$ cat src/rtl/relogio_cron_param.sv
// Time-of-day clock (hh:mm:ss) plus independent stopwatch (mm:ss:cc) with a 4-state mode FSM.
// Latency: button actions land on the clock edge that samples the press; display is combinational from registers.
// Backpressure: none; buttons are level inputs, edge-detected once per press, and holding a button has no further effect.
//
// Ports:
//   clk               system clock
//   rst               asynchronous active-low reset
//   modo, mais, menos level buttons synchronous to clk (mode, plus/start-stop, minus/clear/lap)
//   h, m, s           display fields (clock hh/mm/ss, or stopwatch mm/ss/cc in mode 1)
//   mode              current FSM state code
//   run, lap          stopwatch running / stopwatch display frozen
module relogio_cron_param #(
  parameter int TICK_DIV    = 500000,
  parameter int HOUR_MOD    = 24,
  parameter int CHR_MIN_MOD = 100
) (
  input  logic       clk,
  input  logic       rst,
  input  logic       modo,
  input  logic       mais,
  input  logic       menos,
  output logic [6:0] h,
  output logic [6:0] m,
  output logic [6:0] s,
  output logic [1:0] mode,
  output logic       run,
  output logic       lap
);

  localparam int         PW        = (TICK_DIV > 1) ? $clog2(TICK_DIV) : 1;
  localparam logic [6:0] HOUR_LAST = 7'(HOUR_MOD - 1);
  localparam logic [6:0] CMIN_LAST = 7'(CHR_MIN_MOD - 1);

  typedef enum logic [1:0] {
    CLK_SHOW = 2'd0,
    CHR_SHOW = 2'd1,
    SET_HOUR = 2'd2,
    SET_MIN  = 2'd3
  } state_t;

  state_t          state;
  logic [PW-1:0]   presc;
  logic            tick;

  logic            modo_q, mais_q, menos_q;
  logic            modo_p, mais_a, menos_a;

  logic [6:0]      c_cc, c_sec, c_min, c_hour;
  logic [6:0]      w_cc, w_sec, w_min;
  logic [6:0]      l_cc, l_sec, l_min;

  logic            clk_adv, sw_adv;

  // Prescaler and button history. The prescaler never stops, so tick phase
  // is a pure function of the time since reset.
  always_ff @(posedge clk or negedge rst) begin
    if (!rst) begin
      presc   <= '0;
      modo_q  <= 1'b0;
      mais_q  <= 1'b0;
      menos_q <= 1'b0;
    end else begin
      presc   <= tick ? '0 : presc + PW'(1);
      modo_q  <= modo;
      mais_q  <= mais;
      menos_q <= menos;
    end
  end

  assign tick = (presc == PW'(TICK_DIV - 1));

  // A modo press owns its cycle: mais/menos presses landing on the same edge are dropped.
  assign modo_p  = modo  & ~modo_q;
  assign mais_a  = mais  & ~mais_q  & ~modo_p;
  assign menos_a = menos & ~menos_q & ~modo_p;

  assign clk_adv = tick && ((state == CLK_SHOW) || (state == CHR_SHOW));
  assign sw_adv  = tick && run;

  // Time-of-day chain. Button adjustments come after the chain update so they
  // win for the fields they write.
  always_ff @(posedge clk or negedge rst) begin
    if (!rst) begin
      c_cc   <= '0;
      c_sec  <= '0;
      c_min  <= '0;
      c_hour <= '0;
    end else begin
      if (clk_adv) begin
        c_cc <= (c_cc == 7'd99) ? 7'd0 : c_cc + 7'd1;
        if (c_cc == 7'd99) begin
          c_sec <= (c_sec == 7'd59) ? 7'd0 : c_sec + 7'd1;
          if (c_sec == 7'd59) begin
            c_min <= (c_min == 7'd59) ? 7'd0 : c_min + 7'd1;
            if (c_min == 7'd59)
              c_hour <= (c_hour == HOUR_LAST) ? 7'd0 : c_hour + 7'd1;
          end
        end
      end

      if (state == SET_HOUR) begin
        if (mais_a)
          c_hour <= (c_hour == HOUR_LAST) ? 7'd0 : c_hour + 7'd1;
        else if (menos_a)
          c_hour <= (c_hour == 7'd0) ? HOUR_LAST : c_hour - 7'd1;
      end

      // Minute adjust never carries into hours; it restarts the current minute.
      if ((state == SET_MIN) && (mais_a || menos_a)) begin
        if (mais_a)
          c_min <= (c_min == 7'd59) ? 7'd0 : c_min + 7'd1;
        else
          c_min <= (c_min == 7'd0) ? 7'd59 : c_min - 7'd1;
        c_sec <= 7'd0;
        c_cc  <= 7'd0;
      end
    end
  end

  // Mode FSM, stopwatch chain, run/lap control and lap capture.
  always_ff @(posedge clk or negedge rst) begin
    if (!rst) begin
      state <= CLK_SHOW;
      run   <= 1'b0;
      lap   <= 1'b0;
      w_cc  <= '0;
      w_sec <= '0;
      w_min <= '0;
      l_cc  <= '0;
      l_sec <= '0;
      l_min <= '0;
    end else begin
      if (modo_p) begin
        case (state)
          CLK_SHOW: state <= CHR_SHOW;
          CHR_SHOW: state <= SET_HOUR;
          SET_HOUR: state <= SET_MIN;
          default:  state <= CLK_SHOW;
        endcase
      end

      if (sw_adv) begin
        w_cc <= (w_cc == 7'd99) ? 7'd0 : w_cc + 7'd1;
        if (w_cc == 7'd99) begin
          w_sec <= (w_sec == 7'd59) ? 7'd0 : w_sec + 7'd1;
          if (w_sec == 7'd59)
            w_min <= (w_min == CMIN_LAST) ? 7'd0 : w_min + 7'd1;
        end
      end

      if (state == CHR_SHOW) begin
        if (mais_a)
          run <= ~run;
        if (menos_a) begin
          if (run) begin
            lap <= ~lap;
            // Entering lap hold: snapshot the value shown just before this edge.
            if (!lap) begin
              l_cc  <= w_cc;
              l_sec <= w_sec;
              l_min <= w_min;
            end
          end else begin
            // Stopped: menos is a clear. The stopwatch cannot tick here, so no conflict.
            w_cc  <= 7'd0;
            w_sec <= 7'd0;
            w_min <= 7'd0;
            lap   <= 1'b0;
          end
        end
      end
    end
  end

  assign mode = state;

  always_comb begin
    h = c_hour;
    m = c_min;
    s = c_sec;
    if (state == CHR_SHOW) begin
      if (lap) begin
        h = l_min;
        m = l_sec;
        s = l_cc;
      end else begin
        h = w_min;
        m = w_sec;
        s = w_cc;
      end
    end
  end

endmodule

$ cat config.mk
export PLATFORM = sky130hd
export DESIGN_NAME = relogio_cron_param
export DESIGN_NICKNAME = d
export VERILOG_FILES = /design/src/rtl/relogio_cron_param.sv
export SDC_FILE = /design/constraint.sdc
export NUM_CORES = 1
export LEC_CHECK = 0
export BUFFER_PORTS_ARGS = -buffer_cell sky130_fd_sc_hd__buf_2
export CORE_MARGIN = 2
export CORE_UTILIZATION = 63
export DETAILED_ROUTE_END_ITERATION = 6
export HOLD_SLACK_MARGIN = 0.08
export PLACE_DENSITY = 0.83
export SETUP_SLACK_MARGIN = 0.2
export SKIP_CTS_REPAIR_TIMING = 1
export SYNTH_ARGS = -nofsm -noshare
export SYNTH_HDL_FRONTEND = slang
export SYNTH_SLANG_ARGS = --single-unit
$ cat constraint.sdc
create_clock -name clk -period 4.2 [get_ports clk]
set_input_delay 0.63 -clock clk [delete_from_list [all_inputs] [get_ports clk]]
set_output_delay 0.63 -clock clk [all_outputs]
set_load 0.1 [all_outputs]
==> run_results.csv <==
group,metric,value,unit
outcome,status,"complete, no violations",
setup_path,r2r_slack,1.43,ns
clock_tree,worst_skew_pair.late_latency,0.38,ns
timing,setup_viol,0,
synthesis,yosysUniqueCellTypes,67,
power_and_ir_drop,seq_power_share,33.4,%
finish,fin_nets,647,
power_and_ir_drop,p_sw_share,56.7,%
finish,final_cell_area,0.00611,mm2
timing,min_period_over_period,74.9,%
clock_tree,clockBufferDepth,2,
setup_path,cp.arrival,2.52,ns
setup_path,critPathKind,"flip-flop to primary output",
global_routing,antenna_found_initial,0,
setup_path,cp-end-kind,"primary output",
power_and_ir_drop,max-vdd-ir-drop,0.00116,V
power_and_ir_drop,leakage,2.68,nW
synthesis,syn_area,0.00577,mm2
setup_path,slowest_delay,1.16,ns
drt,first_pass_iters,6,
timing,finalHoldViolations,0,
setup_path,worstPathRequired,3.57,ns
drt,post-route-drc-count,0,
synthesis,synth.net_count,639,
floorplanning,start_util,65.5,%
power_and_ir_drop,finalPower,4.06,mW
drt,drt_iter0_drc,442,
worst_hold_path,min_path_type,"primary input to asynchronous set/reset pin",
synthesis,seq_area_frac_synth,41.6,%
setup_path,cp_max_fo,24,
finish,areaGrowthSynthToFinish,5.92,%
floorplanning,die_w,99.7,um
timing,fin_skew,0.0101,ns
synthesis,synth.avg_cell_area,9.32,um2
global_routing,grt_pass1_vias,4676,
clock_tree,root_buffer,"clkbuf_8",
timing,slew_headroom,19.4,%
timing,rsz0062_at_grt,"false",
drt,ant_nets,0,
place,pre_cts_ws,1.44,ns
setup_path,slowest_stage,"dfrtp_1",
flow_run,drv_cap,0,
power_and_ir_drop,clkPwrFrac,14.7,%
floorplanning,coreArea,0.00881,mm2
drt,vias_per_cell,6.79,
setup_path,start_kind,"flip-flop",
finish,layout_common_cells,"dfrtp_1, nor2_1, a21oi_1",
finish,utilization,69.4,%
finish,diodes,0,
drt,drt-total-wl,13700,um
drt,wl_per_cell,18.4,um
timing,fin_crit,3.15,ns
power_and_ir_drop,powerDensity,665,mW/mm2
place,dpl.cell_count,724,
timing,worst_pin_slew,1.21,ns
clock_tree,clock-sinks,96,
power_and_ir_drop,p_int,1.76,mW
synthesis,synth_top_flop_cell,"dfrtp_1",
finish,final_common_cell,"dfrtp_1",
clock_tree,cts_buffers,9,
synthesis,ys_seq_elements,96,
place,gp_congestion,0.941,
setup_path,path_cells,"mux2i_1 > a21oi_1 > buf_2",
timing,tns,0,ns
synthesis,synthCells,619,
global_routing,grt_pass1_wl,23200,um
timing,holdWs,0.369,ns
floorplanning,die_area,0.00994,mm2
floorplanning,fp-row-count,34,
global_routing,gr-total-overflow,0,
finish,layoutNonFillerInstCount,740,
timing,fmax,318,MHz
global_routing,grt_max_degree,71,
drt,via_count,5026,
floorplanning,io_pins,30,
global_routing,grtUsageTotal,28.9,%
finish,drive_gt1_share,14.6,%
synthesis,async_reset_ff_share,100,%
place,port_buffers,29,
clock_tree,cts_tree,"built",
synthesis,synth_edf_count,0,
place,hpwl,9690,um
power_and_ir_drop,p_comb_share,51.9,%
timing,slew_violations,0,
synthesis,yosysWarnings,0,
floorplanning,dieHeight,99.7,um
clock_tree,path_clk_slew,0.10,ns
power_and_ir_drop,power_switching,2.30,mW
place,placed_area,0.00593,mm2
timing,setup_ws,1.05,ns
clock_tree,htree_num_levels,3,
[layout make-up]
type | count | area, um2
clock buffers | 9 | 124
clock inverters | 7 | 61.3
fillers | 652 | 2700
inverters | 12 | 45.0
multi-input cells | 476 | 3170
flip-flops and latches | 96 | 2400
well taps | 108 | 135
repair buffers | 32 | 170
[flip-flops by register name (all words and copies together) (netlist names), 2 cells and up]
signal and count:
c_cc 7, c_hour 7, c_min 7, c_sec 7, l_cc 7, l_min 7
l_sec 7, mode 2, presc 19, w_cc 7, w_min 7, w_sec 7
[metal layers]
metal	up-vias	GRT usage, %	routed length, um
li1	2280	-	-
met4	0	8.96	212
met1	2468	40.4	5950
met2	251	46.2	6480
met5	-	0	0
met3	27	5.06	1010
[worst max-delay path, delay by kind of cell (launching register included)]
| family | cells | cell delay (ns) |
|---|---|---|
| AOI/OAI and AO/OA | 1 | 0.22 |
| buffers and inverters | 1 | 0.44 |
| DFF | 1 | 1.16 |
| muxes | 1 | 0.31 |
[synth_stat cells (all sizes together), types with 10 or more instances]
cell type / instances / area, um2
xnor2: 17 / 149
nor4: 11 / 83.8
inv: 12 / 45.0
clkbuf: 24 / 90.1
o21ai: 29 / 149
nand2: 40 / 153
mux2i: 25 / 250
nor2: 68 / 255
nor3: 13 / 65.1
nand4: 17 / 119
mux2: 22 / 248
xor2: 16 / 140
a21oi: 44 / 220
or3: 15 / 93.8
dfrtp: 96 / 2400
buf: 11 / 58.8
ha: 15 / 188
nand3: 37 / 190
and3: 10 / 62.6
[power by group through the flow]
| stage | registers (mW) | clock network [mW] | logic (mW) |
|---|---|---|---|
| detailed placement | 1.37 | 0 | 2.09 |
| global placement | 1.35 | 0 | 2.06 |
| global route | 1.39 | 0.634 | 2.22 |
| CTS | 1.35 | 0.595 | 2.11 |
| floorplan | 1.32 | 0 | 1.76 |
| finish | 1.36 | 0.596 | 2.11 |
[kinds of logic (layout without fill, tap and decap cells)]
logic type,Yosys count,after routing,synth area share (%)
and+or+nand+nor,264,264,25.4
muxes,47,47,8.63
adders and majority gates,15,15,3.25
xor gates and xnor gates,33,33,5.01
DFF,96,96,41.6
AOI/OAI and AO/OA,117,117,12.7
buffers and inverters,47,60,3.36
[worst paths after layout]
check                         start         to  cells after the start
max in group asynchronous       rst    l_cc[5]                      2
min in group clk              menos    menos_q                      1
min reg2reg                presc[0]   presc[0]                      1
max reg2reg                presc[0]   w_min[4]                      6
max                             lap       s[5]                      3
min                             rst  c_hour[5]                      1
(Power assumes the default switching activity.)
